**src/rtl/mem_arbiter_pkg.sv**
```systemverilog
// Shared types and constants for the two-to-one instruction/data memory arbiter.
// Source IDs are what the response FIFO records, so each reply can be steered back.
package mem_arbiter_pkg;

  typedef enum logic {
    BUS_SRC_INSTR = 1'b0,
    BUS_SRC_DATA  = 1'b1
  } bus_src_t;

  localparam int unsigned ADDR_W   = 32;
  localparam int unsigned DATA_W   = 32;
  localparam int unsigned BE_W     = 4;
  localparam logic [BE_W-1:0] FETCH_BE = 4'hF;

  // A 1-deep buffer still needs a 1-bit pointer to keep the vectors legal.
  function automatic int unsigned ptr_width(input int unsigned depth);
    return (depth > 1) ? $clog2(depth) : 1;
  endfunction

endpackage

```
**src/rtl/mem_arbiter_if.sv**
```systemverilog
// Bundle of the fetch, data and memory-side handshake signals around the arbiter.
// slave = arbiter view; master = view of the core plus memory environment.
interface mem_arbiter_if;
  import mem_arbiter_pkg::*;

  logic              instr_req_i;
  logic [ADDR_W-1:0] instr_addr_i;
  logic              instr_gnt_o;
  logic              instr_rvalid_o;
  logic [DATA_W-1:0] instr_rdata_o;

  logic              data_req_i;
  logic [ADDR_W-1:0] data_addr_i;
  logic              data_we_i;
  logic [BE_W-1:0]   data_be_i;
  logic [DATA_W-1:0] data_wdata_i;
  logic              data_gnt_o;
  logic              data_rvalid_o;
  logic [DATA_W-1:0] data_rdata_o;

  logic              mem_req_o;
  logic [ADDR_W-1:0] mem_addr_o;
  logic              mem_we_o;
  logic [BE_W-1:0]   mem_be_o;
  logic [DATA_W-1:0] mem_wdata_o;
  logic              mem_gnt_i;
  logic              mem_rvalid_i;
  logic [DATA_W-1:0] mem_rdata_i;

  logic              resp_err_o;

  modport slave (
    input  instr_req_i, instr_addr_i,
    output instr_gnt_o, instr_rvalid_o, instr_rdata_o,
    input  data_req_i, data_addr_i, data_we_i, data_be_i, data_wdata_i,
    output data_gnt_o, data_rvalid_o, data_rdata_o,
    output mem_req_o, mem_addr_o, mem_we_o, mem_be_o, mem_wdata_o,
    input  mem_gnt_i, mem_rvalid_i, mem_rdata_i,
    output resp_err_o
  );

  modport master (
    output instr_req_i, instr_addr_i,
    input  instr_gnt_o, instr_rvalid_o, instr_rdata_o,
    output data_req_i, data_addr_i, data_we_i, data_be_i, data_wdata_i,
    input  data_gnt_o, data_rvalid_o, data_rdata_o,
    input  mem_req_o, mem_addr_o, mem_we_o, mem_be_o, mem_wdata_o,
    output mem_gnt_i, mem_rvalid_i, mem_rdata_i,
    input  resp_err_o
  );

endinterface

```
**src/rtl/mem_arbiter_src_fifo.sv**
```systemverilog
// Circular buffer of source IDs, one entry per granted, not-yet-answered transaction.
// Pushes while full and pops while empty are ignored; the caller never issues them.
module src_fifo
  import mem_arbiter_pkg::*;
#(
  parameter int unsigned DEPTH = 2
) (
  input  logic     clk_i,
  input  logic     rst_n_i,
  input  logic     i_push,
  input  bus_src_t i_src,
  input  logic     i_pop,
  output bus_src_t o_head,
  output logic     o_full,
  output logic     o_empty
);

  localparam int unsigned PTR_W = ptr_width(DEPTH);
  localparam int unsigned CNT_W = $clog2(DEPTH + 1);
  localparam logic [PTR_W-1:0] LAST_PTR = PTR_W'(DEPTH - 1);

  bus_src_t         r_mem [DEPTH];
  logic [PTR_W-1:0] r_wr_ptr;
  logic [PTR_W-1:0] r_rd_ptr;
  logic [CNT_W-1:0] r_count;
  logic             w_push;
  logic             w_pop;

  function automatic logic [PTR_W-1:0] next_ptr(input logic [PTR_W-1:0] ptr);
    return (ptr == LAST_PTR) ? '0 : ptr + 1'b1;
  endfunction

  assign w_push  = i_push & ~o_full;
  assign w_pop   = i_pop & ~o_empty;
  assign o_empty = (r_count == '0);
  assign o_full  = (r_count == CNT_W'(DEPTH));
  assign o_head  = r_mem[r_rd_ptr];

  always_ff @(posedge clk_i) begin
    if (w_push) begin
      r_mem[r_wr_ptr] <= i_src;
    end
  end

  always_ff @(posedge clk_i or negedge rst_n_i) begin
    if (!rst_n_i) begin
      r_wr_ptr <= '0;
      r_rd_ptr <= '0;
      r_count  <= '0;
    end else begin
      if (w_push) begin
        r_wr_ptr <= next_ptr(r_wr_ptr);
      end
      if (w_pop) begin
        r_rd_ptr <= next_ptr(r_rd_ptr);
      end
      // Simultaneous push and pop leave the occupancy unchanged.
      case ({w_push, w_pop})
        2'b10:   r_count <= r_count + 1'b1;
        2'b01:   r_count <= r_count - 1'b1;
        default: r_count <= r_count;
      endcase
    end
  end

endmodule

```
**src/rtl/mem_arbiter.sv**
```systemverilog
// Two-to-one arbiter sharing one pipelined memory bus between fetch and data ports.
// Data has priority, fetches are forced after STARVE_LIMIT data grants, responses route in order.
module mem_arbiter
  import mem_arbiter_pkg::*;
#(
  parameter int unsigned MAX_OUTSTANDING = 2,
  parameter int unsigned STARVE_LIMIT    = 4
) (
  input  logic          clk_i,
  input  logic          rst_n_i,
  mem_arbiter_if.slave  bus
);

  localparam int unsigned SC_W = 4;
  localparam logic [SC_W-1:0] STARVE_MAX = SC_W'(STARVE_LIMIT);

  logic [SC_W-1:0] r_starve_cnt;
  logic            r_lock;
  bus_src_t        r_lock_sel;

  bus_src_t w_sel;
  bus_src_t w_head;
  logic     w_full;
  logic     w_empty;
  logic     w_req;
  logic     w_handshake;
  logic     w_instr_gnt;
  logic     w_data_gnt;
  logic     w_pop;

  // A stalled request keeps its source so the bus stays stable until accepted.
  always_comb begin
    w_sel = BUS_SRC_INSTR;
    if (r_lock) begin
      w_sel = r_lock_sel;
    end else if (bus.data_req_i &&
                 !((r_starve_cnt == STARVE_MAX) && bus.instr_req_i)) begin
      w_sel = BUS_SRC_DATA;
    end
  end

  assign w_req       = (bus.instr_req_i | bus.data_req_i) & ~w_full & rst_n_i;
  assign w_handshake = w_req & bus.mem_gnt_i;
  assign w_instr_gnt = w_handshake & (w_sel == BUS_SRC_INSTR);
  assign w_data_gnt  = w_handshake & (w_sel == BUS_SRC_DATA);

  // Bus attributes are driven only alongside a live request, zero otherwise.
  always_comb begin
    bus.mem_addr_o  = '0;
    bus.mem_we_o    = 1'b0;
    bus.mem_be_o    = '0;
    bus.mem_wdata_o = '0;
    if (w_req) begin
      if (w_sel == BUS_SRC_DATA) begin
        bus.mem_addr_o  = bus.data_addr_i;
        bus.mem_we_o    = bus.data_we_i;
        bus.mem_be_o    = bus.data_be_i;
        bus.mem_wdata_o = bus.data_wdata_i;
      end else begin
        bus.mem_addr_o  = bus.instr_addr_i;
        bus.mem_be_o    = FETCH_BE;
      end
    end
  end

  assign bus.mem_req_o   = w_req;
  assign bus.instr_gnt_o = w_instr_gnt;
  assign bus.data_gnt_o  = w_data_gnt;

  assign w_pop              = rst_n_i & bus.mem_rvalid_i & ~w_empty;
  assign bus.instr_rvalid_o = w_pop & (w_head == BUS_SRC_INSTR);
  assign bus.data_rvalid_o  = w_pop & (w_head == BUS_SRC_DATA);
  assign bus.resp_err_o     = rst_n_i & bus.mem_rvalid_i & w_empty;
  assign bus.instr_rdata_o  = bus.mem_rdata_i;
  assign bus.data_rdata_o   = bus.mem_rdata_i;

  src_fifo #(
    .DEPTH (MAX_OUTSTANDING)
  ) u_src_fifo (
    .clk_i   (clk_i),
    .rst_n_i (rst_n_i),
    .i_push  (w_handshake),
    .i_src   (w_sel),
    .i_pop   (w_pop),
    .o_head  (w_head),
    .o_full  (w_full),
    .o_empty (w_empty)
  );

  always_ff @(posedge clk_i or negedge rst_n_i) begin
    if (!rst_n_i) begin
      r_lock     <= 1'b0;
      r_lock_sel <= BUS_SRC_INSTR;
    end else begin
      r_lock     <= w_req & ~bus.mem_gnt_i;
      r_lock_sel <= w_sel;
    end
  end

  // Counts data grants that overtook a waiting fetch; saturates at the limit.
  always_ff @(posedge clk_i or negedge rst_n_i) begin
    if (!rst_n_i) begin
      r_starve_cnt <= '0;
    end else if (!bus.instr_req_i || w_instr_gnt) begin
      r_starve_cnt <= '0;
    end else if (w_data_gnt && (r_starve_cnt != STARVE_MAX)) begin
      r_starve_cnt <= r_starve_cnt + 1'b1;
    end
  end

endmodule
```
**src/flat_wrapper.sv**
```systemverilog
// flat-port wrapper written by rule: the top's interface ports become plain ports
module mem_arbiter_flat import mem_arbiter_pkg::*;
#(
  parameter int unsigned MAX_OUTSTANDING = 2,
  parameter int unsigned STARVE_LIMIT    = 4
)
  (clk_i, rst_n_i, bus_instr_req_i, bus_instr_addr_i, bus_instr_gnt_o, bus_instr_rvalid_o, bus_instr_rdata_o, bus_data_req_i, bus_data_addr_i, bus_data_we_i, bus_data_be_i, bus_data_wdata_i, bus_data_gnt_o, bus_data_rvalid_o, bus_data_rdata_o, bus_mem_req_o, bus_mem_addr_o, bus_mem_we_o, bus_mem_be_o, bus_mem_wdata_o, bus_mem_gnt_i, bus_mem_rvalid_i, bus_mem_rdata_i, bus_resp_err_o);
  mem_arbiter_if bus_i ();
  input  logic clk_i;
  input  logic rst_n_i;
  input wire logic [$bits(bus_i.instr_req_i)-1:0] bus_instr_req_i;
  input wire logic [$bits(bus_i.instr_addr_i)-1:0] bus_instr_addr_i;
  output wire logic [$bits(bus_i.instr_gnt_o)-1:0] bus_instr_gnt_o;
  output wire logic [$bits(bus_i.instr_rvalid_o)-1:0] bus_instr_rvalid_o;
  output wire logic [$bits(bus_i.instr_rdata_o)-1:0] bus_instr_rdata_o;
  input wire logic [$bits(bus_i.data_req_i)-1:0] bus_data_req_i;
  input wire logic [$bits(bus_i.data_addr_i)-1:0] bus_data_addr_i;
  input wire logic [$bits(bus_i.data_we_i)-1:0] bus_data_we_i;
  input wire logic [$bits(bus_i.data_be_i)-1:0] bus_data_be_i;
  input wire logic [$bits(bus_i.data_wdata_i)-1:0] bus_data_wdata_i;
  output wire logic [$bits(bus_i.data_gnt_o)-1:0] bus_data_gnt_o;
  output wire logic [$bits(bus_i.data_rvalid_o)-1:0] bus_data_rvalid_o;
  output wire logic [$bits(bus_i.data_rdata_o)-1:0] bus_data_rdata_o;
  output wire logic [$bits(bus_i.mem_req_o)-1:0] bus_mem_req_o;
  output wire logic [$bits(bus_i.mem_addr_o)-1:0] bus_mem_addr_o;
  output wire logic [$bits(bus_i.mem_we_o)-1:0] bus_mem_we_o;
  output wire logic [$bits(bus_i.mem_be_o)-1:0] bus_mem_be_o;
  output wire logic [$bits(bus_i.mem_wdata_o)-1:0] bus_mem_wdata_o;
  input wire logic [$bits(bus_i.mem_gnt_i)-1:0] bus_mem_gnt_i;
  input wire logic [$bits(bus_i.mem_rvalid_i)-1:0] bus_mem_rvalid_i;
  input wire logic [$bits(bus_i.mem_rdata_i)-1:0] bus_mem_rdata_i;
  output wire logic [$bits(bus_i.resp_err_o)-1:0] bus_resp_err_o;
  assign bus_i.instr_req_i = bus_instr_req_i;
  assign bus_i.instr_addr_i = bus_instr_addr_i;
  assign bus_instr_gnt_o = bus_i.instr_gnt_o;
  assign bus_instr_rvalid_o = bus_i.instr_rvalid_o;
  assign bus_instr_rdata_o = bus_i.instr_rdata_o;
  assign bus_i.data_req_i = bus_data_req_i;
  assign bus_i.data_addr_i = bus_data_addr_i;
  assign bus_i.data_we_i = bus_data_we_i;
  assign bus_i.data_be_i = bus_data_be_i;
  assign bus_i.data_wdata_i = bus_data_wdata_i;
  assign bus_data_gnt_o = bus_i.data_gnt_o;
  assign bus_data_rvalid_o = bus_i.data_rvalid_o;
  assign bus_data_rdata_o = bus_i.data_rdata_o;
  assign bus_mem_req_o = bus_i.mem_req_o;
  assign bus_mem_addr_o = bus_i.mem_addr_o;
  assign bus_mem_we_o = bus_i.mem_we_o;
  assign bus_mem_be_o = bus_i.mem_be_o;
  assign bus_mem_wdata_o = bus_i.mem_wdata_o;
  assign bus_i.mem_gnt_i = bus_mem_gnt_i;
  assign bus_i.mem_rvalid_i = bus_mem_rvalid_i;
  assign bus_i.mem_rdata_i = bus_mem_rdata_i;
  assign bus_resp_err_o = bus_i.resp_err_o;
  mem_arbiter #(.MAX_OUTSTANDING(MAX_OUTSTANDING), .STARVE_LIMIT(STARVE_LIMIT)) u_core (.clk_i(clk_i), .rst_n_i(rst_n_i), .bus(bus_i));
endmodule
```
**config.mk**
```make
export PLATFORM = sky130hd
export DESIGN_NAME = mem_arbiter_flat
export DESIGN_NICKNAME = d
export VERILOG_FILES = /design/src/rtl/mem_arbiter_pkg.sv /design/src/rtl/mem_arbiter_if.sv /design/src/rtl/mem_arbiter_src_fifo.sv /design/src/rtl/mem_arbiter.sv /design/src/flat_wrapper.sv
export SDC_FILE = /design/constraint.sdc
export NUM_CORES = 1
export LEC_CHECK = 0
export ABC_AREA = 0
export CAP_MARGIN = 25
export CORE_AREA = 8 8 101 103
export DETAILED_ROUTE_END_ITERATION = 12
export DIE_AREA = 0 0 109 111
export PLACE_DENSITY = 0.86
export SLEW_MARGIN = 15
export SYNTH_ARGS = -nofsm -noshare
export SYNTH_HDL_FRONTEND = slang
export SYNTH_HIERARCHICAL = 1
export SYNTH_SLANG_ARGS = --single-unit
export TNS_END_PERCENT = 1
```
**constraint.sdc**
```tcl
create_clock -name clk_i -period 4.9 [get_ports clk_i]
set_input_delay 0.98 -clock clk_i [delete_from_list [all_inputs] [get_ports clk_i]]
set_output_delay 0.98 -clock clk_i [all_outputs]
set_load 0.005 [all_outputs]
```
==> results of run 1 <==
## synth_stat cells, types with 2 or more instances
| cell | number |
|---|---|
| a21oi_2 | 10 |
| a21oi_1 | 23 |
| edfxtp_1 | 2 |
| nor2_1 | 17 |
| xor2_1 | 2 |
| inv_1 | 7 |
| xnor2_1 | 3 |
| mux2_2 | 2 |
| buf_4 | 64 |
| and3_1 | 35 |
| nand2_2 | 10 |
| buf_6 | 6 |
| clkbuf_1 | 6 |
| nand3_1 | 3 |
| buf_2 | 5 |
| nand2b_1 | 2 |
| nand4_1 | 2 |
| ha_1 | 3 |
| buf_1 | 2 |
| nand2_1 | 57 |
| dfrtp_1 | 10 |
## cell families after synthesis
| group | after synthesis |
|---|---|
| AND/OR/NAND/NOR | 132 |
| XOR/XNOR | 5 |
| multiplexers | 3 |
| flip-flops | 12 |
| adder cells (fa/ha/maj) | 3 |
| AO/OA/AOI/OAI | 41 |
| buffers and inverters | 91 |
## placed cells by master (no fill, tap or decap), types with 3 or more instances in the layout
master | synthesis | layout
clkdlybuf4s50_1 | 0 | 181
nand2_1 | 57 | 57
and3_1 | 35 | 35
a21oi_1 | 23 | 23
nor2_1 | 17 | 17
nand2_2 | 10 | 10
a21oi_2 | 10 | 10
dfrtp_1 | 10 | 10
inv_1 | 7 | 7
buf_4 | 64 | 4
clkbuf_8 | 0 | 3
nand3_1 | 3 | 3
ha_1 | 3 | 3
xnor2_1 | 3 | 3
## routing by layer
layer	up-vias	part of all wire	GRT usage
met2	124	0.52	0.2481
li1	1087	-	-
met3	41	0.12	0.06163
met5	-	0	0
met4	0	0.044	0.06941
met1	999	0.31	0.1156
## how the worst max path moves through the flow
stage               startpoint                 end  cells past startpoint
6_report       bus_instr_req_i   bus_mem_addr_o[5]                      8
3_5_place_dp   bus_instr_req_i   bus_mem_addr_o[5]                      8
2_1_floorplan  bus_instr_req_i  bus_mem_addr_o[16]                      7
5_1_grt        bus_instr_req_i   bus_mem_addr_o[5]                      8
3_3_place_gp   bus_instr_req_i   bus_mem_addr_o[5]                      8
4_1_cts        bus_instr_req_i   bus_mem_addr_o[5]                      8
## power by group
| part | internal [mW] | switching [mW] | total, mW |
|---|---|---|---|
| logic | 0.279 | 0.208 | 0.487 |
| clock network | 0.0552 | 0.0362 | 0.0914 |
| registers | 0.125 | 0.0203 | 0.145 |
## worst register-to-register path, stage by stage, from the launching register on
cell and delay, ns:
dfrtp_1 0.39, inv_1 0.06, ha_1 0.22, nand3b_2 0.14
o21ai_4 0.14, inv_2 0.07, buf_4 0.49, a21oi_1 0.16
nor3b_1 0.21
## sequential cells by signal, summed over array words and instances, names as in the netlist
signal                      count
u_core/r_lock                   1
u_core/u_src_fifo/r_count       2
u_core/u_src_fifo/r_wr_ptr      1
u_core/r_starve_cnt             4
u_core/u_src_fifo/r_mem         2
u_core/u_src_fifo/r_rd_ptr      1
u_core/r_lock_sel               1
## cell type report
type,instances,area (µm²),area share
Sequential cell,12,310.3,0.09038
Multi-Input combinational cell,184,1051,0.3061
Clock inverter,1,3.754,0.001093
Inverter,8,30.03,0.008746
Clock buffer,3,41.29,0.01203
Timing Repair Buffer,186,1862,0.5423
Tap cell,108,135.1,0.03936
## through the flow
step                area (µm²)  worst slack [ns]    util  power, mW
floorplan                 1987             1.970       -     0.4022
global placement          3388            0.5505  0.3963     0.6282
detailed placement        3388            0.4612  0.3963     0.6404
CTS                       3433            0.4664  0.4015     0.7361
global route              3433            0.3128  0.4015     0.7761
finish                    3433            0.4581  0.4015     0.7239
==> impl_metrics.env, run 1 <==
export IMPL_ys_seq_elements=12
export IMPL_grt_pass1_vias=2421
export IMPL_gp_congestion=0.7602
export IMPL_htreeDepth=1
export IMPL_clock_latency_ns=0.24
export IMPL_syn_to_final_growth_pct=72.80
export IMPL_synth_compound_area_share=0.1404
export IMPL_clkSlewWorstSetupHoldPaths_ns=0.06
export IMPL_antenna_found_initial=0
export IMPL_yosys_mux_area_fraction=0.01700
export IMPL_cp_buffers_inverters=4
export IMPL_synthesis_nets=429
export IMPL_postCtsResizedCells=0
export IMPL_layout_cells_non_filler=502
export IMPL_critical_path_top_delay_family="buffers and inverters"
export IMPL_whs_path_depth=1
export IMPL_min_to="u_core/u_src_fifo/r_rd_ptr"
export IMPL_synth_top_flop_cell="dfrtp_1"
export IMPL_hold_class="reg -> reg"
export IMPL_synth_simple_gate_area_frac=0.3268
export IMPL_die_w_um=109
export IMPL_nNetsFinal=537
export IMPL_setup_violations=0
export IMPL_critPathArrivalTime_ns=3.46
export IMPL_dp_cells=498
export IMPL_cpPeakStageDelay_ns=0.56
export IMPL_synth_top_area_share=0.2418
export IMPL_drt_wirelength_per_cell_um=17.00
export IMPL_root_buffer="clkbuf_8"
export IMPL_reg2reg_to="u_core/r_starve_cnt[2]"
export IMPL_final_hold_violation_count=0
export IMPL_ff2ff_setup_slack_ns=2.92
export IMPL_drt_iter0_markers=60
export IMPL_post_cts_buffers=0
export IMPL_rsz0062_at_grt="no"
export IMPL_synth_edff_count=2
export IMPL_clockBufferDepth=2
export IMPL_fillers=869
export IMPL_grt_pass1_wl_um=12940
export IMPL_drc=0
export IMPL_synth_top_area_cell="buf_4"
export IMPL_cp_required_ns=3.92
export IMPL_p_leak_nw=1.447
export IMPL_hold_start="u_core/u_src_fifo/r_rd_ptr"
export IMPL_grt_usage=0.1343
export IMPL_synthAdderAreaFrac=0.01889
export IMPL_cts_hold_buf=0
export IMPL_clock_skew_ns=0.006390
export IMPL_die_h_um=111
export IMPL_fin_hold_ws_ns=0.4806
export IMPL_std_cell_rows=34
export IMPL_io_buffers=181
export IMPL_critPathSlowestCell="clkdlybuf4s50_1"
export IMPL_rr_worst_depth=8
export IMPL_min_period_ns=4.442
export IMPL_vias_per_cell=4.484
export IMPL_pin_count=278
export IMPL_diodes=0
export IMPL_cp_cell_sequence="clkdlybuf4s50_1, a21bo_1, o21ai_4, inv_2, buf_4, nand2_1, a21oi_1, clkdlybuf4s50_1"
export IMPL_overflow=0
export IMPL_post_dp_hpwl_um=7231
export IMPL_drive_gt1_frac=0.09391
export IMPL_fp_dieArea_um2=12100
export IMPL_syn_inst=287
export IMPL_synthXorXnorAreaFrac=0.02204
export IMPL_power_density_nw_per_um2=210.9
export IMPL_status="finished, final reports clean"
export IMPL_core_um2=8551
export IMPL_max_slew_margin=0.5849
export IMPL_crit_fanout=71
export IMPL_worst_pin_slew_ns=0.6226
export IMPL_cts_buffers=3
export IMPL_cp_end_kind="output pin"
export IMPL_postSynthAreaPerCell_um2=6.923
export IMPL_initial_core_util=0.2324
export IMPL_r2r_start="u_core/r_starve_cnt[0]"
export IMPL_numClockSinks=12
export IMPL_max_cap_violations=0
export IMPL_dr_total_vias=2251
export IMPL_fin_crit_sh=0.9065
export IMPL_cpMostUsedCell="clkdlybuf4s50_1"
export IMPL_synthDistinctLibCells=37
export IMPL_postRouteAntennaNets=0
export IMPL_ir_drop_mv=0.07524
export IMPL_routed_wl_um=8535
export IMPL_ys_top_cells_by_area="buf_4 (24%), dfrtp_1 (13%), and3_1 (11%)"
export IMPL_synth_top_family_by_area="simple AND/OR/NAND/NOR gates"
export IMPL_yosys_warnings=6
export IMPL_finalSetupTns_ns=0
export IMPL_ys_async_sr_fraction=0.8333
export IMPL_final_max_slew_viol_count=0
export IMPL_dr_pass1_iters=4
export IMPL_synth_area_um2=1987
export IMPL_grt_max_degree=72
export IMPL_yosysSeqAreaShare=0.1562
export IMPL_cts_tree="yes"
export IMPL_fmax_ghz=0.2251
export IMPL_start_kind="input port"
export IMPL_critPathKind="in -> out"
No activity file was read; power rests on OpenSTA's default activity.
==> run 2: changes to the inputs <==
--- a/config.mk
+++ b/config.mk
@@ -5,11 +5,12 @@
 export SDC_FILE = /design/constraint.sdc
 export NUM_CORES = 1
 export LEC_CHECK = 0
-export ABC_AREA = 0
+export ABC_AREA = 1
 export CAP_MARGIN = 25
-export CORE_AREA = 8 8 101 103
+export CORE_AREA = 8 8 102 104
+export CTS_CLUSTER_DIAMETER = 80
 export DETAILED_ROUTE_END_ITERATION = 12
-export DIE_AREA = 0 0 109 111
+export DIE_AREA = 0 0 110 112
 export PLACE_DENSITY = 0.86
 export SLEW_MARGIN = 15
 export SYNTH_ARGS = -nofsm -noshare
==> impl_metrics.env, run 2 <==
export IMPL_power_density_nw_per_um2=223.7
export IMPL_synth_top_area_share=0.2394
export IMPL_p_sw_frac=0.4004
export IMPL_start_kind="input port"
export IMPL_grt_usage=0.1327
export IMPL_drc=0
export IMPL_synthAdderAreaFrac=0.01761
export IMPL_grt_pass1_wl_um=13160
export IMPL_ys_top_cells_by_area="buf_4 (24%), nor2_1 (20%), dfrtp_1 (12%)"
export IMPL_cts_tree="yes"
export IMPL_topRoutingLayerUsed="met4"
export IMPL_synth_common_cells="nor2_1 (112), buf_4 (68), nand2_1 (54)"
export IMPL_ir_drop_mv=0.1453
export IMPL_layout_common_cells="clkdlybuf4s50_1 (181), nor2_1 (112), nand2_1 (54), inv_1 (23), o21ai_1 (18)"
export IMPL_synth_edff_count=2
export IMPL_overflow=0
export IMPL_rr_worst_depth=10
export IMPL_synth_top_area_cell="buf_4"
export IMPL_p_sw_mw=0.3167
export IMPL_postRouteAntennaNets=0
export IMPL_clockBufferDepth=2
export IMPL_min_period_ns=4.230
export IMPL_synth_compound_area_share=0.09683
export IMPL_yosys_warnings=6
export IMPL_internal_power_mw=0.4743
export IMPL_final_hold_violation_count=0
export IMPL_synthDistinctLibCells=26
export IMPL_synthesis_nets=495
export IMPL_grt_pass1_vias=2532
export IMPL_drt_wirelength_per_cell_um=15.87
export IMPL_postPlaceCellArea_um2=3491
export IMPL_post_cts_buffers=0
export IMPL_hold_class="reg -> reg"
export IMPL_routed_wl_um=9063
export IMPL_syn_inst=353
export IMPL_root_buffer="clkbuf_8"
export IMPL_clkSlewWorstSetupHoldPaths_ns=0.05
export IMPL_final_area_um2=3536
export IMPL_finalSetupTns_ns=0
export IMPL_post_dp_hpwl_um=7518
export IMPL_postCtsResizedCells=0
export IMPL_final_max_slew_viol_count=0
export IMPL_max_slew_margin=0.6562
export IMPL_drive_gt1_frac=0.07174
export IMPL_wl_met2_um=4282
export IMPL_ff2ff_setup_slack_ns=2.93
export IMPL_seq_power_share=0.182
export IMPL_r2r_start="u_core/r_starve_cnt[0]"
export IMPL_synth_area_um2=2132
export IMPL_top_register="u_core/r_starve_cnt"
export IMPL_reg_largest_list="u_core/r_starve_cnt x4, u_core/u_src_fifo/r_count x2, u_core/u_src_fifo/r_mem x2"
export IMPL_die_w_um=110
export IMPL_htreeDepth=1
export IMPL_status="finished, final reports clean"
export IMPL_synth_top_flop_cell="dfrtp_1"
export IMPL_diodes=0
export IMPL_cts_hold_buf=0
export IMPL_rsz0062_at_grt="no"
export IMPL_cp_required_ns=3.92
export IMPL_max_cap_violations=0
export IMPL_syn_to_final_growth_pct=65.84
export IMPL_clock_skew_ns=0.001923
export IMPL_fmax_ghz=0.2364
export IMPL_drt_iter0_markers=148
export IMPL_synth_top_family_by_area="simple AND/OR/NAND/NOR gates"
export IMPL_initial_core_util=0.2398
export IMPL_nNetsFinal=603
export IMPL_numClockSinks=12
export IMPL_vias_per_cell=4.384
export IMPL_crit_start="rst_n_i"
export IMPL_critPathKind="in -> out"
export IMPL_clockPowerShare=0.115
export IMPL_cp_endpoint="bus_mem_addr_o[13]"
export IMPL_clock_latency_ns=0.24
export IMPL_critPathArrivalTime_ns=3.25
export IMPL_pin_count=278
export IMPL_fin_crit_sh=0.8632
export IMPL_wl_met3_um=1262
export IMPL_synth_most_common_cell="nor2_1"
export IMPL_grt_max_degree=52
export IMPL_largest_register_ffs=4
export IMPL_io_buffers=181
export IMPL_yosysSeqAreaShare=0.1455
export IMPL_antenna_found_initial=0
export IMPL_die_h_um=112
export IMPL_worst_pin_slew_ns=0.5158
export IMPL_comb_power_share=0.703
export IMPL_synthXorXnorAreaFrac=0.01232
export IMPL_cts_buffers=3
export IMPL_ys_seq_elements=12
export IMPL_setup_violations=0
export IMPL_p_leak_nw=1.507
export IMPL_reg2reg_to="u_core/r_starve_cnt[3]"
export IMPL_final_util=0.3977
export IMPL_ys_async_sr_fraction=0.8333
export IMPL_core_um2=8890
export IMPL_drt_met1_wl_um=3261
export IMPL_synth_simple_gate_area_frac=0.3732
export IMPL_cp_end_kind="output pin"
export IMPL_yosys_mux_area_fraction=0
export IMPL_mostFrequentLayoutCell="clkdlybuf4s50_1"
export IMPL_fp_dieArea_um2=12320
export IMPL_std_cell_rows=35
export IMPL_crit_fanout=51
export IMPL_dr_pass1_iters=4
export IMPL_postSynthAreaPerCell_um2=6.040
export IMPL_dr_total_vias=2503
export IMPL_gp_congestion=0.7930
run 2: worst min-delay path by stage:
stage	slack, ns	startpoint	end	cells after the start
finish	0.49	u_core/u_src_fifo/r_wr_ptr	u_core/u_src_fifo/r_wr_ptr	2
global route	0.50	u_core/u_src_fifo/r_count[1]	u_core/u_src_fifo/r_count[1]	2
CTS	0.49	u_core/u_src_fifo/r_wr_ptr	u_core/u_src_fifo/r_wr_ptr	2
detailed placement	0.47	u_core/u_src_fifo/r_wr_ptr	u_core/u_src_fifo/r_wr_ptr	2
global placement	0.46	u_core/u_src_fifo/r_count[1]	u_core/u_src_fifo/r_count[1]	2
floorplan	0.44	u_core/u_src_fifo/r_count[1]	u_core/u_src_fifo/r_count[1]	2
run 2: worst max-delay path, cell delays in order:
cell             delay (ns)
clkdlybuf4s50_1        0.45
buf_4                  0.19
inv_1                  0.10
nor2_4                 0.10
nand2_4                0.10
inv_2                  0.24
buf_12                 0.26
o21ai_1                0.10
nor2_1                 0.16
clkdlybuf4s50_1        0.53
run 2: layer usage:
layer,vias to the layer above,global-route usage
li1,1226,-
met2,158,0.2231
met5,-,0
met1,1090,0.1369
met4,0,0.05766
met3,29,0.06008
run 2: cells by family (layout without fill, tap and decap cells):
| group | count (synthesis) | in the layout |
|---|---|---|
| adder cells (fa/ha/maj) | 3 | 3 |
| AND/OR/NAND/NOR | 191 | 191 |
| AO/OA/AOI/OAI | 33 | 33 |
| XOR/XNOR | 3 | 3 |
| buffers and inverters | 111 | 218 |
| flip-flops | 12 | 12 |
run 2: through the flow:
stage	setup slack, ns	power [mW]	hold slack [ns]	instances
4_1_cts	0.6359	0.7999	0.4921	571
6_report	0.6704	0.7910	0.4898	571
3_5_place_dp	0.6331	0.7049	0.4729	567
2_1_floorplan	2.217	0.4693	0.4417	353
5_1_grt	0.4572	0.8527	0.5044	571
3_3_place_gp	0.7011	0.6895	0.4602	567
run 2: power by group through the flow:
stage	combinational, mW	clock, mW	sequential (mW)
finish	0.556	0.0909	0.144
global route	0.608	0.0985	0.146
CTS	0.563	0.0934	0.144
detailed placement	0.561	0	0.144
global placement	0.546	0	0.143
floorplan	0.329	0	0.140
run 2: area by class of cell:
cell class	count	area, µm²
fill	901	5354
timing repair buffer	185	1867
multi-input combinational	230	1066
sequential	12	310.3
tap	111	138.9
inverter	29	108.9
clock buffer	3	41.29
clock inverter	1	3.754
